<file path="src/rtl/pc_context_unit.sv">
// Program-counter / fetch-source unit: BIOS and process PCs, context switching on instruction boundaries.
// Optional RETIRE_COUNT_EN adds the proc_retired counter of process retirements.
module pc_context_unit #(
   parameter int          BIOS_ADDR_W   = 8,
   parameter int unsigned BIOS_RESET_PC = 0,
   parameter logic [31:0] PROC_RESET_PC = 32'd0
) (
   input  logic        clk,
   input  logic        reset,
   input  logic [1:0]  bios_state,
   input  logic        done_inst,
   input  logic        branch_taken,
   input  logic [31:0] branch_target,
   input  logic        proc_pc_load,
   input  logic [31:0] proc_pc_value,
   input  logic [31:0] bios_instr,
   input  logic [31:0] mem_instr,
   output logic [31:0] pc,
   output logic [31:0] instruction,
   output logic        in_bios,
   output logic [31:0] proc_pc,
`ifdef RETIRE_COUNT_EN
   output logic [31:0] proc_retired,
`endif
   output logic        switch_pulse
);

   typedef enum logic {M_BIOS, M_PROC} mode_t;

   localparam logic [BIOS_ADDR_W-1:0] BIOS_RST = BIOS_ADDR_W'(BIOS_RESET_PC);
   localparam logic [BIOS_ADDR_W-1:0] BIOS_ONE = {{(BIOS_ADDR_W-1){1'b0}}, 1'b1};
   localparam logic [31-BIOS_ADDR_W:0] ZEXT    = '0;

   mode_t                  mode;
   logic [BIOS_ADDR_W-1:0] bios_pc;
   logic [BIOS_ADDR_W-1:0] bios_adv;
   logic [31:0]            proc_adv;
   logic                   req_proc;

   // PROCESSEXEC and PROCESSINT both request the process context
   assign req_proc    = bios_state[1];
   assign bios_adv    = branch_taken ? branch_target[BIOS_ADDR_W-1:0] : bios_pc + BIOS_ONE;
   assign proc_adv    = branch_taken ? branch_target : proc_pc + 32'd1;
   assign instruction = in_bios ? bios_instr : mem_instr;

   always_ff @(posedge clk or posedge reset) begin
      if (reset) begin
         mode         <= M_BIOS;
         in_bios      <= 1'b1;
         bios_pc      <= BIOS_RST;
         proc_pc      <= PROC_RESET_PC;
         pc           <= {ZEXT, BIOS_RST};
         switch_pulse <= 1'b0;
`ifdef RETIRE_COUNT_EN
         proc_retired <= 32'd0;
`endif
      end else begin
         switch_pulse <= 1'b0;
         case (mode)
            M_BIOS: begin
               if (proc_pc_load)
                  proc_pc <= proc_pc_value;
               if (done_inst) begin
                  bios_pc <= bios_adv;
                  if (req_proc) begin
                     // a load on the launching edge supplies the resume PC
                     mode         <= M_PROC;
                     in_bios      <= 1'b0;
                     switch_pulse <= 1'b1;
                     pc           <= proc_pc_load ? proc_pc_value : proc_pc;
`ifdef RETIRE_COUNT_EN
                     proc_retired <= 32'd0;
`endif
                  end else begin
                     pc <= {ZEXT, bios_adv};
                  end
               end
            end
            M_PROC: begin
               if (done_inst) begin
                  proc_pc <= proc_adv;
`ifdef RETIRE_COUNT_EN
                  proc_retired <= proc_retired + 32'd1;
`endif
                  if (!req_proc) begin
                     mode         <= M_BIOS;
                     in_bios      <= 1'b1;
                     switch_pulse <= 1'b1;
                     pc           <= {ZEXT, bios_pc};
                  end else begin
                     pc <= proc_adv;
                  end
               end
            end
            default: begin
               mode    <= M_BIOS;
               in_bios <= 1'b1;
               pc      <= {ZEXT, bios_pc};
            end
         endcase
      end
   end

endmodule

</file>
<file path="config.mk">
export PLATFORM = sky130hd
export DESIGN_NAME = pc_context_unit
export DESIGN_NICKNAME = d
export VERILOG_FILES = /design/src/rtl/pc_context_unit.sv
export SDC_FILE = /design/constraint.sdc
export NUM_CORES = 1
export LEC_CHECK = 0
export ABC_AREA = 1
export ABC_CLOCK_PERIOD_IN_PS = 2500
export CORE_MARGIN = 3
export CORE_UTILIZATION = 44
export DETAILED_ROUTE_END_ITERATION = 6
export GPL_TIMING_DRIVEN = 0
export PLACE_DENSITY = 0.84
export RECOVER_POWER = 25
export SYNTH_ARGS = -nofsm -noshare
export SYNTH_HDL_FRONTEND = slang
export SYNTH_SLANG_ARGS = --single-unit
</file>
<file path="constraint.sdc">
create_clock -name clk -period 2.5 [get_ports clk]
set_input_delay 0.375 -clock clk [delete_from_list [all_inputs] [get_ports clk]]
set_output_delay 0.375 -clock clk [all_outputs]
set_load 0.005 [all_outputs]
</file>
==> impl_metrics.xml <==
<?xml version="1.0" encoding="UTF-8"?>
<metrics>
  <group name="pwr">
    <metric name="share_seq_of_total_power" unit="">0.347</metric>
    <metric name="netSwitchingPower" unit="W">0.00170</metric>
    <metric name="part_of_the_power_in_combinational_logic" unit="">0.381</metric>
    <metric name="vdd_drop_max" unit="V">0.000425</metric>
    <metric name="p_int" unit="W">0.00317</metric>
    <metric name="pwr_density_cell" unit="mW/mm^2">588</metric>
    <metric name="power" unit="W">0.00486</metric>
    <metric name="sw_frac_of_total" unit="">0.349</metric>
    <metric name="static-leakage-power" unit="nW">3.93</metric>
    <metric name="p_clk_frac" unit="">0.272</metric>
  </group>
  <group name="drt">
    <metric name="detailedRoute.firstPassIterationCount" unit="">7</metric>
    <metric name="num_vias" unit="">6850</metric>
    <metric name="wl" unit="um">21400</metric>
    <metric name="viasPerCell" unit="">5.21</metric>
    <metric name="drc" unit="">0</metric>
    <metric name="routed_wire_length_per_instance" unit="um">16.3</metric>
    <metric name="dr.first_iter.drc_count" unit="">756</metric>
    <metric name="ant_nets" unit="">0</metric>
  </group>
  <group name="setup_path">
    <metric name="crit_type" unit="">reg -&gt; out</metric>
    <metric name="worst-endpoint-required" unit="ps">2120</metric>
    <metric name="max_stage_delay" unit="ps">570</metric>
    <metric name="critical-path-top-delay-family" unit="">buffers and inverters</metric>
    <metric name="worst_setup_path_start_kind" unit="">flop</metric>
    <metric name="crit_buf_inv" unit="">2</metric>
    <metric name="crit_chain" unit="">clkbuf_2 -&gt; nand2_1 -&gt; nand2_1 -&gt; clkdlybuf4s50_1</metric>
    <metric name="crit_top_cell" unit="">sky130_fd_sc_hd__nand2_1</metric>
    <metric name="critical-path-slowest-cell" unit="">sky130_fd_sc_hd__dfstp_2</metric>
    <metric name="regToRegSetupSlack" unit="ps">500</metric>
    <metric name="critical_path_peak_fanout" unit="">10</metric>
    <metric name="critical_path.endpoint_type" unit="">primary output</metric>
    <metric name="arrival_time_at_the_worst_endpoint" unit="ps">1910</metric>
  </group>
  <group name="cells_and_area">
    <metric name="register_area" unit="sq mm">0.00188</metric>
    <metric name="antenna-diode-count" unit="">0</metric>
    <metric name="fillCellCount" unit="">1063</metric>
    <metric name="layout_overhead_on_the_synthesized_area" unit="%">51.7</metric>
    <metric name="multi_input_comb_area" unit="sq mm">0.00318</metric>
    <metric name="share_of_cells_above_drive_strength_1" unit="">0.0532</metric>
    <metric name="layout.cells.non_filler" unit="">1315</metric>
    <metric name="fin_nets" unit="">1280</metric>
  </group>
  <group name="synth">
    <metric name="synth_simple_gate_area_frac" unit="">0.447</metric>
    <metric name="main_combinational_cell_family_by_area_after_synthesis" unit="">simple AND/OR/NAND/NOR gates</metric>
    <metric name="ys_top_cells_by_area" unit="">sky130_fd_sc_hd__dfrtp_1 34%, sky130_fd_sc_hd__nand2_1 28%, sky130_fd_sc_hd__nand3_1 6.6%</metric>
    <metric name="synthesis.nets" unit="">1039</metric>
    <metric name="syn_area_per_cell" unit="sq um">6.05</metric>
    <metric name="ys_seq_elements" unit="">75</metric>
    <metric name="synth.mux.area_fraction" unit="">0</metric>
    <metric name="yosysSeqAreaShare" unit="">0.344</metric>
    <metric name="synth.lib_cells_used.distinct" unit="">38</metric>
    <metric name="syn_inst" unit="">902</metric>
    <metric name="post-synth-top-area-fraction" unit="">0.339</metric>
    <metric name="synth_top_area_cell" unit="">sky130_fd_sc_hd__dfrtp_1</metric>
    <metric name="synth_xor_xnor_area_share" unit="">0.0112</metric>
    <metric name="synth-adder-area-share" unit="">0.00459</metric>
    <metric name="syn-cell-area" unit="sq mm">0.00546</metric>
    <metric name="synth_compound_area_frac" unit="">0.120</metric>
    <metric name="syn_warnings" unit="">0</metric>
  </group>
  <group name="floorplan">
    <metric name="i_o_pins" unit="">233</metric>
    <metric name="die-width" unit="um">117</metric>
    <metric name="starting_utilization_of_the_core_area" unit="">0.452</metric>
    <metric name="die_area" unit="sq mm">0.0138</metric>
    <metric name="rows" unit="">40</metric>
    <metric name="chipHeight" unit="um">117</metric>
    <metric name="core-area" unit="sq mm">0.0121</metric>
  </group>
  <group name="min_path">
    <metric name="path_class_of_the_lowest_slack_min_delay_path" unit="">in -&gt; reg</metric>
  </group>
  <group name="global_routing">
    <metric name="first_global_vias" unit="">6666</metric>
    <metric name="global_route.overflow_total" unit="">0</metric>
    <metric name="largest_net_degree_at_the_start_of_global_routing" unit="">50</metric>
    <metric name="grt_antenna_before_repair" unit="">0</metric>
    <metric name="grtUsageTotal" unit="">0.307</metric>
    <metric name="wire_length_of_the_first_global_routing_pass" unit="um">34500</metric>
  </group>
  <group name="sta">
    <metric name="max-slew-margin-rel" unit="">0.215</metric>
    <metric name="fin_skew" unit="ps">6.47</metric>
    <metric name="fin_crit_sh" unit="">0.913</metric>
    <metric name="timing.final.ws_setup" unit="ps">217</metric>
    <metric name="setup_viol" unit="">0</metric>
    <metric name="report.final.hold_viol_count" unit="">0</metric>
    <metric name="final_period_minus_worst_setup_slack" unit="ps">2280</metric>
    <metric name="final-max-slew-violation-count" unit="">0</metric>
    <metric name="fmaxAchievable" unit="MHz">438</metric>
    <metric name="worstMarginPinSlew" unit="ps">1170</metric>
    <metric name="rsz0062_at_grt" unit="">no</metric>
  </group>
  <group name="placement">
    <metric name="place_ws" unit="ps">203</metric>
    <metric name="port_buffers" unit="">230</metric>
    <metric name="detailed_place_hpwl" unit="um">16600</metric>
    <metric name="post-place-cells" unit="">1301</metric>
    <metric name="gp_congestion" unit="">1.02</metric>
  </group>
  <group name="cts">
    <metric name="cts.reportedPaths.clkPinSlew" unit="ps">60</metric>
    <metric name="cts_inserted_buffers" unit="">9</metric>
    <metric name="clk_path_buf_depth" unit="">2</metric>
    <metric name="clock_sinks" unit="">75</metric>
    <metric name="clockRootBuffer" unit="">sky130_fd_sc_hd__clkbuf_16</metric>
    <metric name="post_cts_buffers" unit="">0</metric>
    <metric name="worst_skew_pair.late_latency" unit="ps">340</metric>
    <metric name="htreeDepth" unit="">3</metric>
    <metric name="cts_tree" unit="">done</metric>
  </group>
  <group name="job">
    <metric name="maxCapViolCount" unit="">0</metric>
  </group>
  <group name="outcome">
    <metric name="status" unit="">finished clean</metric>
  </group>
</metrics>
[layer usage]
layer,vias to the layer above,global-route usage,share of wire
met3,54,0.0820,0.094
li1,3341,-,-
met4,0,0.0938,0.024
met1,3095,0.404,0.42
met2,360,0.498,0.46
met5,-,0,0
[final timing paths]
kind | from | cells past startpoint | end
max | in_bios | 4 | instruction[12]
min | bios_state[1] | 3 | pc[3]
max reg2reg | proc_pc[1] | 12 | pc[30]
min reg2reg | pc[10] | 2 | pc[10]
max in group asynchronous | reset | 3 | bios_pc[6]
min in group asynchronous | reset | 2 | pc[27]
[synthesized netlist by cell type, drive strengths merged]
| master | number |
|---|---|
| nand2 | 419 |
| nor2 | 99 |
| dfrtp | 74 |
| nand3 | 72 |
| o21ai | 59 |
| inv | 56 |
| a21oi | 39 |
| clkbuf | 29 |
| buf | 13 |
| o211ai | 7 |
| a22oi | 6 |
| xor2 | 5 |
| a31oi | 4 |
| nand4 | 3 |
| clkinv | 2 |
| ha | 2 |
| o22ai | 2 |
| or2 | 2 |
| xnor2 | 2 |
| a21boi | 1 |
| and2 | 1 |
| dfstp | 1 |
| nand3b | 1 |
| nor3 | 1 |
| o21a | 1 |
| o21bai | 1 |
[layout make-up]
class	instances	share of cell area
sequential	75	0.227
tap	168	0.0254
inverter	58	0.0265
buffer	41	0.0224
multi-input combinational	727	0.384
timing repair buffer	231	0.279
clock inverter	4	0.00620
clock buffer	11	0.0293
[kinds of logic (layout without fill, tap and decap cells)]
family	Yosys count	count (layout)
AO/OA/AOI/OAI	120	120
XOR/XNOR	7	7
adder cells (fa/ha/maj)	2	2
buffers and inverters	100	345
flip-flops	75	75
AND/OR/NAND/NOR	598	598
[cells in the final DEF (no fill, tap or decap), drive strengths merged, types with 7 or more instances in the layout]
master and n:
buf 13, o21ai 59, nor2 99, o211ai 7, dfrtp 74, inv 55, nand3 72, a21oi 39
clkdlybuf4s50 229, clkbuf 40, nand2 419
[flip-flops by register name, indices dropped and copies added, names as in the netlist, named ones only]
signal        cells
bios_pc           8
in_bios           1
pc               32
proc_pc          32
switch_pulse      1
[worst reg2reg max path: stages, from the launching register on]
cell                      delay, ps
sky130_fd_sc_hd__dfrtp_1        490
sky130_fd_sc_hd__ha_1           290
sky130_fd_sc_hd__nand2_1        100
sky130_fd_sc_hd__nor2_2         180
sky130_fd_sc_hd__nand2_1        140
sky130_fd_sc_hd__nor2_2         230
sky130_fd_sc_hd__nand2_1         90
sky130_fd_sc_hd__nand2_1         60
sky130_fd_sc_hd__nand3_1         70
sky130_fd_sc_hd__nand2_1         60
sky130_fd_sc_hd__nand2_1         70
sky130_fd_sc_hd__nand2_1         60
sky130_fd_sc_hd__nand2_1         50
[timing repair]
| action | CTS | global route |
|---|---|---|
| resized for setup | 4 | 4 |
| endpoints found under the hold margin | 0 | 0 |
| endpoints found under the setup margin | 17 | 30 |
| hold buffers | 0 | 0 |
[per-stage QoR]
stage	area, sq um	hold WS, ps	util	TNS (ps)
after global routing	8280	410	0.686	0
after floorplan	5460	472	-	0
final	8280	395	0.686	0
after CTS	8300	380	0.688	0
after global placement	7970	466	0.661	-81620
after detailed placement	8000	465	0.663	0
[power groups by stage]
stage          sequential, W  clock (W)  combinational [W]
5_1_grt              0.00172    0.00137            0.00204
2_1_floorplan        0.00164          0           0.000841
4_1_cts              0.00168    0.00132            0.00185
3_5_place_dp         0.00169          0            0.00184
3_3_place_gp         0.00169          0            0.00180
6_report             0.00169    0.00132            0.00185
(Power assumes the default switching activity.)
